$ cat config.mk
export PLATFORM = sky130hd
export DESIGN_NAME = muldiv_sequencer
export DESIGN_NICKNAME = d
export VERILOG_FILES = /design/src/rtl/muldiv_sequencer_pkg.sv /design/src/rtl/muldiv_step.sv /design/src/rtl/muldiv_sequencer.sv
export SDC_FILE = /design/constraint.sdc
export NUM_CORES = 1
export LEC_CHECK = 0
export BUFFER_PORTS_ARGS = -buffer_cell sky130_fd_sc_hd__buf_2
export CORE_AREA = 2 2 167 169
export DETAILED_ROUTE_END_ITERATION = 10
export DIE_AREA = 0 0 169 171
export PLACE_DENSITY = 0.86
export REMOVE_ABC_BUFFERS = 1
export SKIP_LAST_GASP = 1
export SYNTH_ARGS = -nofsm -noshare
export SYNTH_HDL_FRONTEND = slang
export SYNTH_HIERARCHICAL = 1
export SYNTH_SLANG_ARGS = --single-unit
export TNS_END_PERCENT = 10
$ cat constraint.sdc
create_clock -name clock -period 4.5 [get_ports clock]
set_clock_uncertainty 0.05 [all_clocks]
set_input_delay 0.9 -clock clock [delete_from_list [all_inputs] [get_ports clock]]
set_output_delay 0.9 -clock clock [all_outputs]
set_load 0.03 [all_outputs]
$ cat src/rtl/muldiv_sequencer_pkg.sv
// Shared ALU constants for the M-extension unit: function codes plus small
// decode helpers used by the sequencer.
package muldiv_sequencer_pkg;

    // M-extension ALU function codes, routed from the ALU controller.
    localparam logic [4:0] ALU_MUL    = 5'd16;
    localparam logic [4:0] ALU_MULH   = 5'd17;
    localparam logic [4:0] ALU_MULHSU = 5'd18;
    localparam logic [4:0] ALU_MULHU  = 5'd19;
    localparam logic [4:0] ALU_DIV    = 5'd20;
    localparam logic [4:0] ALU_DIVU   = 5'd21;
    localparam logic [4:0] ALU_REM    = 5'd22;
    localparam logic [4:0] ALU_REMU   = 5'd23;

    // True for any of the eight codes this unit implements.
    function automatic logic fn_known(input logic [4:0] fn);
        return fn inside {ALU_MUL, ALU_MULH, ALU_MULHSU, ALU_MULHU,
                          ALU_DIV, ALU_DIVU, ALU_REM, ALU_REMU};
    endfunction

    // Divide family (quotient or remainder).
    function automatic logic fn_is_div(input logic [4:0] fn);
        return fn inside {ALU_DIV, ALU_DIVU, ALU_REM, ALU_REMU};
    endfunction

    // Remainder results follow the dividend sign only.
    function automatic logic fn_is_rem(input logic [4:0] fn);
        return fn inside {ALU_REM, ALU_REMU};
    endfunction

    // Operand a is interpreted as signed.
    function automatic logic fn_signed_a(input logic [4:0] fn);
        return fn inside {ALU_MULH, ALU_MULHSU, ALU_DIV, ALU_REM};
    endfunction

    // Operand b is interpreted as signed.
    function automatic logic fn_signed_b(input logic [4:0] fn);
        return fn inside {ALU_MULH, ALU_DIV, ALU_REM};
    endfunction

endpackage

$ cat src/rtl/muldiv_step.sv
// One iteration of the iterative datapath. The accumulator holds
// {hi, lo}: for multiply hi is the partial product and lo the remaining
// multiplier bits; for divide hi is the partial remainder and lo collects
// quotient bits while shifting out dividend bits.
module muldiv_step #(
    parameter int XLEN = 32
) (
    input  logic              is_div_i,
    input  logic [2*XLEN-1:0] acc_i,
    input  logic [XLEN-1:0]   operand_i,
    output logic [2*XLEN-1:0] acc_o
);

    logic [XLEN:0]   add_sum;
    logic [XLEN:0]   rem_shift;
    logic [XLEN-1:0] rem_diff;
    logic            rem_fits;

    // Shift-add multiply step or restoring-divide step, chosen by is_div_i.
    always_comb begin
        add_sum   = {1'b0, acc_i[2*XLEN-1:XLEN]} + (acc_i[0] ? {1'b0, operand_i} : '0);
        rem_shift = {acc_i[2*XLEN-1:XLEN], acc_i[XLEN-1]};
        rem_fits  = (rem_shift >= {1'b0, operand_i});
        // When the divisor fits, the difference is below the divisor, so the
        // low XLEN bits hold it exactly.
        rem_diff  = rem_shift[XLEN-1:0] - operand_i;
        if (!is_div_i) begin
            acc_o = {add_sum, acc_i[XLEN-1:1]};
        end else if (rem_fits) begin
            acc_o = {rem_diff, acc_i[XLEN-2:0], 1'b1};
        end else begin
            acc_o = {rem_shift[XLEN-1:0], acc_i[XLEN-2:0], 1'b0};
        end
    end

endmodule

$ cat src/rtl/muldiv_sequencer.sv
// RV32M multi-cycle sequencer: accepts one MUL/DIV/REM operation, runs 32
// iterations on magnitudes, applies sign correction and holds the result
// until the consumer takes it. Divide-by-zero, signed overflow and unknown
// codes bypass the iterations and answer on the cycle after accept.
//
// Handshakes: a transfer happens on a rising edge where valid and ready are
// both high; valid holds its payload stable until that edge, and ready
// never depends combinationally on the same interface's valid.
module muldiv_sequencer
    import muldiv_sequencer_pkg::*;
#(
    parameter int XLEN  = 32,
    parameter int STEPS = 32
) (
    input  logic            clock,
    input  logic            reset,
    input  logic            flush,
    input  logic            req_valid,
    output logic            req_ready,
    input  logic [4:0]      req_function,
    input  logic [XLEN-1:0] req_operand_a,
    input  logic [XLEN-1:0] req_operand_b,
    output logic            resp_valid,
    input  logic            resp_ready,
    output logic [XLEN-1:0] resp_result,
    // FSM state for observation: 0 idle, 1 calc, 2 fixup, 3 done.
    output logic [1:0]      dbg_state_o
);

    localparam int CNT_W = $clog2(STEPS);

    typedef enum logic [1:0] {
        IDLE  = 2'd0,
        CALC  = 2'd1,
        FIXUP = 2'd2,
        DONE  = 2'd3
    } muldiv_state_e;

    muldiv_state_e     state_q, state_d;
    logic [CNT_W-1:0]  count_q, count_d;
    logic [4:0]        func_q, func_d;
    logic              neg_q, neg_d;
    logic [2*XLEN-1:0] acc_q, acc_d;
    logic [XLEN-1:0]   opb_q, opb_d;
    logic [XLEN-1:0]   result_q, result_d;

    logic [2*XLEN-1:0] step_acc;
    logic              accept;
    logic              a_neg, b_neg;
    logic [XLEN-1:0]   abs_a, abs_b;
    logic              div_zero, div_ovf;
    logic [2*XLEN-1:0] prod_fix;
    logic [XLEN-1:0]   quo_fix, rem_fix;

    muldiv_step #(.XLEN(XLEN)) u_step (
        .is_div_i  (fn_is_div(func_q)),
        .acc_i     (acc_q),
        .operand_i (opb_q),
        .acc_o     (step_acc)
    );

    assign req_ready   = (state_q == IDLE) && !flush;
    assign resp_valid  = (state_q == DONE);
    assign resp_result = result_q;
    assign dbg_state_o = state_q;
    assign accept      = req_valid && req_ready;

    // Next-state, operand capture, iteration and result selection.
    always_comb begin
        state_d  = state_q;
        count_d  = count_q;
        func_d   = func_q;
        neg_d    = neg_q;
        acc_d    = acc_q;
        opb_d    = opb_q;
        result_d = result_q;

        a_neg    = req_operand_a[XLEN-1] & fn_signed_a(req_function);
        b_neg    = req_operand_b[XLEN-1] & fn_signed_b(req_function);
        abs_a    = a_neg ? -req_operand_a : req_operand_a;
        abs_b    = b_neg ? -req_operand_b : req_operand_b;
        div_zero = fn_is_div(req_function) && (req_operand_b == '0);
        div_ovf  = ((req_function == ALU_DIV) || (req_function == ALU_REM)) &&
                   (req_operand_a == {1'b1, {(XLEN-1){1'b0}}}) &&
                   (req_operand_b == '1);

        prod_fix = neg_q ? -acc_q : acc_q;
        quo_fix  = neg_q ? -acc_q[XLEN-1:0] : acc_q[XLEN-1:0];
        rem_fix  = neg_q ? -acc_q[2*XLEN-1:XLEN] : acc_q[2*XLEN-1:XLEN];

        case (state_q)
            IDLE: begin
                if (accept) begin
                    func_d  = req_function;
                    count_d = '0;
                    // Remainders take the dividend sign; everything else the
                    // product/quotient sign.
                    neg_d   = fn_is_rem(req_function) ? a_neg : (a_neg ^ b_neg);
                    acc_d   = {{XLEN{1'b0}}, abs_a};
                    opb_d   = abs_b;
                    if (!fn_known(req_function)) begin
                        result_d = '0;
                        state_d  = DONE;
                    end else if (div_zero) begin
                        result_d = fn_is_rem(req_function) ? req_operand_a : '1;
                        state_d  = DONE;
                    end else if (div_ovf) begin
                        result_d = fn_is_rem(req_function) ? '0 : req_operand_a;
                        state_d  = DONE;
                    end else begin
                        state_d  = CALC;
                    end
                end
            end
            CALC: begin
                acc_d   = step_acc;
                count_d = count_q + 1'b1;
                if (count_q == CNT_W'(STEPS - 1)) begin
                    state_d = FIXUP;
                end
            end
            FIXUP: begin
                case (func_q)
                    ALU_MUL:                         result_d = prod_fix[XLEN-1:0];
                    ALU_MULH, ALU_MULHSU, ALU_MULHU: result_d = prod_fix[2*XLEN-1:XLEN];
                    ALU_DIV, ALU_DIVU:               result_d = quo_fix;
                    ALU_REM, ALU_REMU:               result_d = rem_fix;
                    default:                         result_d = '0;
                endcase
                state_d = DONE;
            end
            DONE: begin
                if (resp_ready) begin
                    state_d = IDLE;
                end
            end
            default: state_d = IDLE;
        endcase

        // A flush kills whatever is in progress, including a held result.
        if (flush) begin
            state_d = IDLE;
            count_d = '0;
        end
    end

    // State and datapath registers.
    always_ff @(posedge clock or posedge reset) begin
        if (reset) begin
            state_q  <= IDLE;
            count_q  <= '0;
            func_q   <= '0;
            neg_q    <= 1'b0;
            acc_q    <= '0;
            opb_q    <= '0;
            result_q <= '0;
        end else begin
            state_q  <= state_d;
            count_q  <= count_d;
            func_q   <= func_d;
            neg_q    <= neg_d;
            acc_q    <= acc_d;
            opb_q    <= opb_d;
            result_q <= result_d;
        end
    end

endmodule

After elaboration in Yosys (flattened, before gate mapping)
Index checks and enable logic that the tools add are counted.
W data, S select, Z words.

word-level totals
  bits in registers = 141
  output and inout port bits = 36
  logic and storage cells = 102
  input bits = 74

operators by class
  $add $sub $neg = 8
  bitwise logic cells = 3
  mux-type cells = 30
  magnitude comparators = 1
  reduce and logical (&&, ||, !) cells = 26
  eq/ne operators = 27

operator list
  cell                    count
  $mux W32                11
  $mux W64                4
  $neg A32 Y32            4
  $pmux W32 S4            1
  $pmux W64 S2            1
  $eq A5 B5 Y1 const B    17
  $eq A32 B32 Y1 const B  2
  $neg A64 Y64            1
  $pmux W32 S2            1
  $add A32 B33 Y33        1
  $ge A33 B32 Y1          1
  $logic_not A32 Y1       1
  $sub A32 B32 Y32        1
  $mux W2                 7
  $reduce_bool A4 Y1      3
  $mux W5                 2
  $pmux W5 S2             1
  $pmux W2 S4             1
  $reduce_bool A8 Y1      1
  $ne A3 B3 Y1 const B    2
  $reduce_and A2 Y1       3
  $reduce_and A3 Y1       2
  $reduce_bool A2 Y1      3
  $reduce_bool A3 Y1      2
  15 further kinds        22

Depth between registers and ports, before layout
  depth in word-level cells = 10
  depth in mapped cells = 14
  mapped depth without buffers = 14

Cells and area by module
Netlist, hierarchy kept.

modules (own cells, without submodules)
  module            area an instance (µm²)  times used  cells each
  muldiv_sequencer  10615.2                 1           1324
  muldiv_step       4698.3                  1           671

Least setup slack after synthesis
OpenSTA, ideal clock, no wires.

  path type = flip-flop to flip-flop
  start = reg acc_q[0]
  end = reg acc_q[59]
  library setup time = 121 ps
  arrival time = 3476 ps
  required time = 4329 ps
  period minus slack after synthesis = 3647 ps
  cell stages (with the launch flop) = 15
  path slack = 853 ps
  cells stage by stage = dfrtp_1 > clkbuf_1 > and2_1 > ha_1 > fa_1 > a21o_1 > a211oi_2 > and4bb_1 > o211ai_2 > a211oi_2 > o211ai_2 > or4b_1 > and4_1 > a221o_1 > a22o_1

between the ends
  longest elaborated chain between the ends = 4

RTL lines
  what                    line                     source
  start, declared         muldiv_sequencer.sv:43   logic [2*XLEN-1:0] acc_q, acc_d;
  start signal, assigned  muldiv_sequencer.sv:154  acc_q <= '0;
  start signal, assigned  muldiv_sequencer.sv:162  acc_q <= acc_d;
  $mux W32                muldiv_step.sv:21        add_sum = {1'b0, acc_i[2*XLEN-1:XLEN]} + (acc_i[0] ? {1'b0, operand_i} : '0);
  $add A32 B33 Y33        muldiv_step.sv:21
  $mux W64                muldiv_step.sv:27        if (!is_div_i) begin
  net step_acc[59]        muldiv_sequencer.sv:47   logic [2*XLEN-1:0] step_acc;
  $pmux W64 S2            muldiv_sequencer.sv:91   case (state_q)

The timed path passes the listed nets, and every way through them passes these cells.
A chain may end at the register's enable or synchronous reset.

Worst setup path after layout
  start = reg acc_q[0]
  end = reg acc_q[56]

The elaborated chain is that of the path after synthesis.

==> flow_summary.toml <==
[placed_design]
io_buffers = 109
dp_hpwl_um = 42480
gp_congestion = 1.039
dp_slack_ns = 0.5977

[cts]
postCtsHoldBufs = 0
cts_sinks = 141
clkLatencyLatePin_ns = 0.44
cts_resized = 0
cts_setup_buffers = 0
ctsRootBufferMaster = "clkbuf_16"
htree_num_levels = 4
cts_tree = "done"
cts.clk_slew.worst_paths_ns = 0.07
cts_buffer_depth = 2
cts_buffers = 17

[yosys]
synth_edf_count = 0
seq_area_frac_synth_pct = 23.04
syn-instance-count = 1995
yosys_warnings = 6
ys_ff_latch = 141
syn_area_sq_um = 15310
synthFlopType = "dfrtp_1"
synth-async-reset-ratio_pct = 100.0
synth_cell_types = 95
syn_area_per_cell_sq_um = 7.676

[sta]
slew_viol_final = 0
fmax_mhz = 247.4
slew_headroom_pct = 35.79
fin_ws_ns = 0.4586
hold_violations = 0
grt_setup_unrepaired = "no"
period_needed_ns = 4.041
finalCritPeriodShare_pct = 89.81
setup_violations = 0
tightest_slew_ns = 0.9543

[pwr]
power_density_nw_per_um2 = 762.7
swShare_pct = 53.84
seqPwrFrac_pct = 20.3
power_mw = 12.95
clkPwrFrac_pct = 12.2
p_comb_share_pct = 67.5
ir_drop_mv = 0.4613
netSwitchingPower_mw = 6.971
intPower_mw = 5.977
p_leak_nw = 7.402

[global_route]
busiest_layer = "met2"
antenna_found_initial = 0
grt_pass1_vias = 15500
grtUsageMet2_pct = 58.34
use_met3_pct = 9.739
grt.overflow.total = 0
met1_usage_pct = 54.45
track_usage_pct = 39.04
grt_max_degree = 85
grt_pass1_wl_um = 88300

[job]
cap_violations = 0

[detailed_routing]
dr.first_iter.drc_count = 2481
via_per_inst = 6.933
wl_per_cell_um = 23.51
wirelength_um = 57130
drc = 0
antenna_left = 0
firstDrtPassIters = 5
vias = 16847

[hold_path]
hp-class = "reg2reg"

[critical_path]
start_kind = "flop"
cp.arrival_ns = 4.32
setup.worst_path.class = "reg2reg"
crit_path_end_kind = "flop"
required_ns = 4.78
critPathMaxFanout = 31

[layout]
multiInputGateArea_sq_um = 11010
n_antenna_cell = 0
fillers = 2434
regArea_sq_um = 3528
area_delta_synth_final_pct = 10.87
fin_nets = 2222
layout-drive-gt1-share_pct = 13.96
final_util_pct = 62.13

[floorplanning]
io_pins = 110
dieArea_sq_um = 28900
die_width_um = 169
rows = 61
start_util_pct = 56.04
die_y_um = 171
core_area_sq_um = 27320

[status]
status = "completed"
state kept, by name, summed over array words and instances, names as in the netlist:
signal and flops:
neg_q 1, func_q 5, resp_result 32, opb_q 32, count_q 5, acc_q 64
dbg_state_o 2
worst max-delay path: stages, from the launching register on:
cell and delay (ns):
dfrtp_1 0.54, buf_4 0.37, and2_1 0.24, ha_1 0.26, a211oi_1 0.33, o211ai_1 0.18, a21oi_1 0.26, a211oi_1 0.12
buf_4 0.18, a21o_1 0.23, o2bb2ai_1 0.21, o41ai_1 0.37, mux2i_1 0.26, o211ai_1 0.13, a22o_1 0.21
Yosys cell counts, types with 48 or more instances:
cell | count | area [sq um]
xnor2_1 | 70 | 613.1
o21ai_0 | 153 | 765.7
nor3_1 | 50 | 250.2
ha_1 | 75 | 938.4
xor2_1 | 69 | 604.3
clkbuf_1 | 95 | 356.6
nor2_1 | 177 | 664.4
nand2_1 | 182 | 683.2
inv_1 | 78 | 292.8
nand3_1 | 48 | 240.2
dfrtp_1 | 141 | 3528
a21oi_1 | 151 | 755.7
routing by layer:
layer  wire length [um]  vias up
met1              23660     7992
met3               6952      177
met4               2090        0
li1                   -     7572
met2              24440     1106
met5                  0        -
cells in the final DEF (no fill, tap or decap), types with 40 or more instances in the layout:
| master | n |
|---|---|
| dfrtp_1 | 141 |
| a21o_1 | 42 |
| inv_1 | 77 |
| ha_1 | 75 |
| mux2i_1 | 44 |
| nor2_1 | 177 |
| mux2_2 | 40 |
| a21oi_1 | 150 |
| xor2_1 | 69 |
| buf_4 | 68 |
| buf_2 | 109 |
| xnor2_1 | 70 |
| nor3_1 | 50 |
| nand2_1 | 182 |
| o21ai_0 | 153 |
| nand3_1 | 48 |
kinds of logic (layout without fill, tap and decap cells):
kind of cell | count (synthesis) | count (layout) | share of synthesized area, %
flops | 141 | 141 | 23.04
xor+xnor | 139 | 139 | 7.950
mux | 84 | 84 | 5.817
fa+ha+maj | 77 | 77 | 6.389
simple gates | 710 | 710 | 23.83
compound gates | 644 | 644 | 27.83
buf+inv | 200 | 289 | 5.139
power by group through the flow:
stage	Combinational, mW	Sequential, mW	Clock (mW)
2_1_floorplan	5.51	2.74	0
3_3_place_gp	8.18	2.57	0
3_5_place_dp	8.35	2.60	0
4_1_cts	8.43	2.58	1.57
5_1_grt	9.36	2.68	1.63
6_report	8.74	2.63	1.58
area by class of cell:
type / instances / area share [%]
clock inverters: 13 / 1.128
flip-flops and latches: 141 / 20.78
clock buffers: 19 / 2.550
inverters: 79 / 1.776
repair buffers: 178 / 6.338
well taps: 346 / 2.550
multi-input cells: 1654 / 64.88
path summary, 6_finish.rpt:
kind                       slack [ns]                    endpoint                  startpoint  depth (start not counted)
max                              0.46       acc_q[56]$_DFFE_PP0P_        acc_q[0]$_DFFE_PP0P_                         14
min                              0.42  resp_result[7]$_DFFE_PP0P_  resp_result[7]$_DFFE_PP0P_                          2
max reg2reg                      0.46       acc_q[56]$_DFFE_PP0P_        acc_q[0]$_DFFE_PP0P_                         14
min reg2reg                      0.42  resp_result[7]$_DFFE_PP0P_  resp_result[7]$_DFFE_PP0P_                          2
max in group asynchronous        2.85       acc_q[29]$_DFFE_PP0P_                       reset                          3
min in group asynchronous        0.55       acc_q[42]$_DFFE_PP0P_                       reset                          2
through the flow:
stage | hold WS, ns | cells | area [sq um] | setup TNS (ns)
after global placement | 0.4071 | 2398 | 16350 | 0
after floorplan | 0.4132 | 1874 | 14820 | -128.61
after global routing | 0.4598 | 2430 | 16980 | 0
after detailed placement | 0.4158 | 2398 | 16350 | 0
after CTS | 0.4310 | 2430 | 16980 | 0
final | 0.4237 | 2430 | 16980 | 0
Power figures use the tool's default switching activity.
